**src/rtl/pipe_pkg.sv**
```systemverilog
// pipe_pkg: shared defaults, occupancy-width helper and beat type for elastic_pipeline
package pipe_pkg;
  localparam int WIDTH_DEF = 64;
  localparam int DEPTH_DEF = 2;
  function automatic int cnt_w(input int depth);
    return $clog2(depth + 2);
  endfunction
  typedef struct packed {
    logic                 valid;
    logic [WIDTH_DEF-1:0] data;
  } beat_t;
endpackage

```
**src/rtl/pipe_slice.sv**
```systemverilog
// pipe_slice: one elastic register slice; bubbles advance valid without touching data
module pipe_slice #(
  parameter int WIDTH = 8
) (
  input  logic             clk,
  input  logic             reset,
  input  logic             flush,
  input  logic             load,
  input  logic             valid_i,
  input  logic [WIDTH-1:0] data_i,
  output logic             valid_q,
  output logic [WIDTH-1:0] data_q
);
  // flush kills the beat but keeps data; a load only captures data for a real beat
  always_ff @(posedge clk or posedge reset)
    if (reset) begin
      valid_q <= 1'b0;
      data_q  <= '0;
    end else if (flush) begin
      valid_q <= 1'b0;
    end else if (load) begin
      valid_q <= valid_i;
      if (valid_i) data_q <= data_i;
    end
endmodule

```
**src/rtl/elastic_pipeline.sv**
```systemverilog
// elastic_pipeline: DEPTH-slice valid/ready channel with flush; ELASTIC_PIPE_SKID_EN adds a skid entry with registered in_ready
module elastic_pipeline import pipe_pkg::*; #(
  parameter  int WIDTH = WIDTH_DEF,
  parameter  int DEPTH = DEPTH_DEF,
  localparam int CNT_W = cnt_w(DEPTH)
) (
  input  logic             clk,
  input  logic             reset,
  input  logic             flush,
  input  logic             in_valid,
  output logic             in_ready,
  input  logic [WIDTH-1:0] in_data,
  output logic             out_valid,
  input  logic             out_ready,
  output logic [WIDTH-1:0] out_data,
  output logic [CNT_W-1:0] occupancy
);
  logic [DEPTH:0]   ready;
  logic [DEPTH-1:0] valid_q;
  logic [WIDTH-1:0] data_q [DEPTH];
  logic [DEPTH-1:0] prev_valid;
  logic [WIDTH-1:0] prev_data [DEPTH];
  logic             head_valid;
  logic [WIDTH-1:0] head_data;
  logic             skid_valid_q;
  assign ready[DEPTH] = out_ready;
  for (genvar i = 0; i < DEPTH; i++) begin : g_slice
    assign ready[i] = ~valid_q[i] | ready[i+1];
    if (i == 0) begin : g_head
      assign prev_valid[i] = head_valid;
      assign prev_data[i]  = head_data;
    end else begin : g_link
      assign prev_valid[i] = valid_q[i-1];
      assign prev_data[i]  = data_q[i-1];
    end
    pipe_slice #(.WIDTH(WIDTH)) u_slice (
      .clk     (clk),
      .reset   (reset),
      .flush   (flush),
      .load    (ready[i]),
      .valid_i (prev_valid[i]),
      .data_i  (prev_data[i]),
      .valid_q (valid_q[i]),
      .data_q  (data_q[i])
    );
  end
`ifdef ELASTIC_PIPE_SKID_EN
  logic [WIDTH-1:0] skid_data_q;
  assign in_ready   = ~skid_valid_q & ~flush;
  assign head_valid = skid_valid_q | (in_valid & in_ready);
  assign head_data  = skid_valid_q ? skid_data_q : in_data;
  // park a beat that slice 0 cannot take; release it as soon as slice 0 loads
  always_ff @(posedge clk or posedge reset)
    if (reset) begin
      skid_valid_q <= 1'b0;
      skid_data_q  <= '0;
    end else if (flush) begin
      skid_valid_q <= 1'b0;
    end else if (skid_valid_q) begin
      skid_valid_q <= ~ready[0];
    end else if (in_valid & in_ready & ~ready[0]) begin
      skid_valid_q <= 1'b1;
      skid_data_q  <= in_data;
    end
`else
  assign skid_valid_q = 1'b0;
  assign in_ready     = ready[0] & ~flush;
  assign head_valid   = in_valid;
  assign head_data    = in_data;
`endif
  assign out_valid = valid_q[DEPTH-1] & ~flush;
  assign out_data  = data_q[DEPTH-1];
  // occupancy is a popcount of the registered valid bits, so it follows them exactly
  always_comb begin
    occupancy = CNT_W'(skid_valid_q);
    for (int k = 0; k < DEPTH; k++) occupancy = occupancy + CNT_W'(valid_q[k]);
  end
endmodule

```
**config.mk**
```make
export PLATFORM = sky130hd
export DESIGN_NAME = elastic_pipeline
export DESIGN_NICKNAME = d
export VERILOG_FILES = /design/src/rtl/pipe_pkg.sv /design/src/rtl/pipe_slice.sv /design/src/rtl/elastic_pipeline.sv
export SDC_FILE = /design/constraint.sdc
export NUM_CORES = 1
export LEC_CHECK = 0
export BUFFER_PORTS_ARGS = -buffer_cell sky130_fd_sc_hd__buf_2
export CAP_MARGIN = 0
export CORE_ASPECT_RATIO = 1.25
export CORE_MARGIN = 2
export CORE_UTILIZATION = 46
export DETAILED_ROUTE_END_ITERATION = 10
export PLACE_DENSITY = 0.7
export SYNTH_ARGS = -nofsm -noshare
export SYNTH_HDL_FRONTEND = slang
export SYNTH_SLANG_ARGS = --single-unit
```
**constraint.sdc**
```tcl
create_clock -name clk -period 9.9 [get_ports clk]
set_input_delay 0.495 -clock clk [delete_from_list [all_inputs] [get_ports clk]]
set_output_delay 0.495 -clock clk [all_outputs]
set_load 0.005 [all_outputs]
```
==> flow_summary.toml <==
[run_status]
outcome = "completed"

[synthesis]
synth-xor-area-share = 0
yosys_warnings = 0
synth_cells = 348
ys_ff_latch = 130
synth_most_common_cell = "dfrtp_1"
muxShareOfSynthArea = 0.293
yosys.area.top_type = "dfrtp_1"
synth_top_family_by_area = "multiplexers"
synth_nets = 418
synthTopCellsByCount = "dfrtp_1, buf_4, mux2_4"
synthDistinctLibCells = 14
synth_compound_area_frac = 0
ys_top_cells_by_area = "dfrtp_1, mux2_4, mux2_2"
synth_top_area_frac = 0.572
synthArstFlopShare = 1.00
synthSimpleGateAreaFrac = 0.0106
synth_edf_count = 0
mappedNetlistArea_sq_um = 5680
ys.flop_type = "dfrtp_1"
syn_avg_cell_area_sq_um = 16.3
synthAdderAreaFrac = 0.00220
yosysSeqAreaShare = 0.572

[power]
power.density_nw_per_um2 = 260
power.leakage_uw = 0.00321
ir_drop_v = 0.000111

[worst_setup_path]
crit_chain = "and3b_1 > nor3b_4 > buf_4 > buf_4 > mux2_4"
cp_top_family = "buffers and inverters"
worst_ep_required_time_ns = 10.19
critical_path.max_stage_delay_ns = 0.67
crit_slowest_cell = "buf_4"
cp_max_fo = 35
worst_setup_path_end_kind = "flip-flop"
arrival_ns = 2.73
start_kind = "flip-flop"
criticalPathCategory = "reg2reg"
crit_cells = 5
worstRegToRegCells = 5
cp_common_cell = "buf_4"
r2r_setup_slack_ns = 7.47
crit_buf_inv = 2

[grt]
grt_max_degree = 82
grt_usage = 0.154
antenna_found_initial = 0
grt_pass1_vias = 3059
grt_pass1_wl_um = 15100
grt_remaining_overflow = 0

[timing]
fin_tns_setup_ns = 0
fmax_ghz = 0.411
setup_viol = 0
slew_headroom = 0.345
hold_viol_final = 0
finalCritPeriodShare = 0.246
finalWorstSetupSlack_ns = 7.47
fin_crit_ns = 2.43
fin_skew_ns = 0.00460
worst_slew_pin_slew_ns = 0.982
hold_ws_ns = 0.307
rsz0062_at_grt = "no"
slew_violations = 0

[route]
wl_um = 9650
postRouteAntennaNets = 0
dr.pass1.iters = 4
wire_per_inst_um = 15.9
vias = 2857
drt_iter0_drc = 53
drc = 0
viasPerCell = 4.71

[floorplanning]
initial_utilization = 0.469
dieHeight_um = 128
die_w_um = 103
io_pins = 137
dieArea_sq_um = 13300
core-area_sq_um = 12100
placementRows = 45

[clocking]
clkTransAtPathRegs_ns = 0.06
cts-buffers-inserted = 17
clock-sinks = 130
htree_levels = 4
clock_path_buffers = 2
cts-root-buf = "clkbuf_16"
cts_tree = "yes"
cts_resized = 0
hold_buffers = 0
clock_latency_ns = 0.41
postCtsSetupRepairBufs = 0

[place]
hpwl_um = 6480
gp_congestion = 0.719
dp_worst_setup_slack_ns = 7.26
port_buffers = 136

[run]
cap_violations = 0

[layout]
diodes = 0
fin_nets = 500
seq_area_sq_um = 3250
layout-drive-gt1-share = 0.661
multiInputGateArea_sq_um = 1750
nFillCells = 973
area_growth_pct = 16.9

[worst_hold_path]
hold_path.class = "in2async"
power by group:
part | internal [uW] | switching, uW | leakage, uW | total (uW)
clock | 513 | 225 | 0.000337 | 737
sequential | 652 | 60.3 | 0.00154 | 712
combinational | 175 | 99.6 | 0.00133 | 274
metal layers:
layer  part of all wire  GRT usage  wire [um]  vias up
li1                   -          -          -     1290
met1               0.40      0.179       3910     1463
met2               0.50      0.243       4820       85
met3              0.072     0.0583        696       19
met4              0.024     0.0813        229        0
met5                  0          0          0        -
layout by cell type, fill, tap and decap left out, types with 5 or more instances in the layout:
master / n
buf_2: 136
mux2_4: 60
buf_4: 5
dfrtp_1: 130
bufinv_16: 7
mux2_1: 10
nor2_1: 5
clkbuf_16: 17
mux2_2: 58
registers in the layout (all words and copies together), names as in the netlist:
register / cells
g_slice.u_slice.data_q: 128
g_slice.u_slice.valid_q: 2
final timing paths:
kind / startpoint / end
worst min-delay path: reset / g_slice[0].u_slice.data_q[18]
worst min register to register: g_slice[1].u_slice.data_q[49] / g_slice[1].u_slice.data_q[49]
worst max register to register: g_slice[1].u_slice.valid_q / g_slice[0].u_slice.data_q[46]
max in group asynchronous: reset / g_slice[0].u_slice.data_q[15]
worst max-delay path: g_slice[1].u_slice.valid_q / g_slice[0].u_slice.data_q[46]
min in group clk: in_data[38] / g_slice[0].u_slice.data_q[38]
logic make-up after synthesis:
kind of cell | after synthesis
AND/OR/NAND/NOR | 10
adder cells (fa/ha/maj) | 1
buffers and inverters | 79
flip-flops | 130
multiplexers | 128
final cells by class:
class	count	area share
clock buffers	20	0.0688
clock inverters	12	0.0379
inverters	1	0.000942
multi-input cells	139	0.264
flip-flops and latches	130	0.490
well taps	164	0.0309
repair buffers	141	0.108
worst register-to-register path: cells and delay by family (launching register included):
kind,cells,cell delay (ns)
buffers and inverters,2,1.15
DFF,1,0.39
muxes,1,0.37
and+or+nand+nor,2,0.41
stage by stage:
step	instance area, sq um	std cells	power [uW]	util
6_report	6640	607	1720	0.549
5_1_grt	6640	607	1810	0.549
4_1_cts	6640	607	1750	0.549
3_3_place_gp	5930	575	988	0.490
3_5_place_dp	5930	575	1000	0.490
2_1_floorplan	5680	348	980	-
No activity file was read; power rests on OpenSTA's default activity.
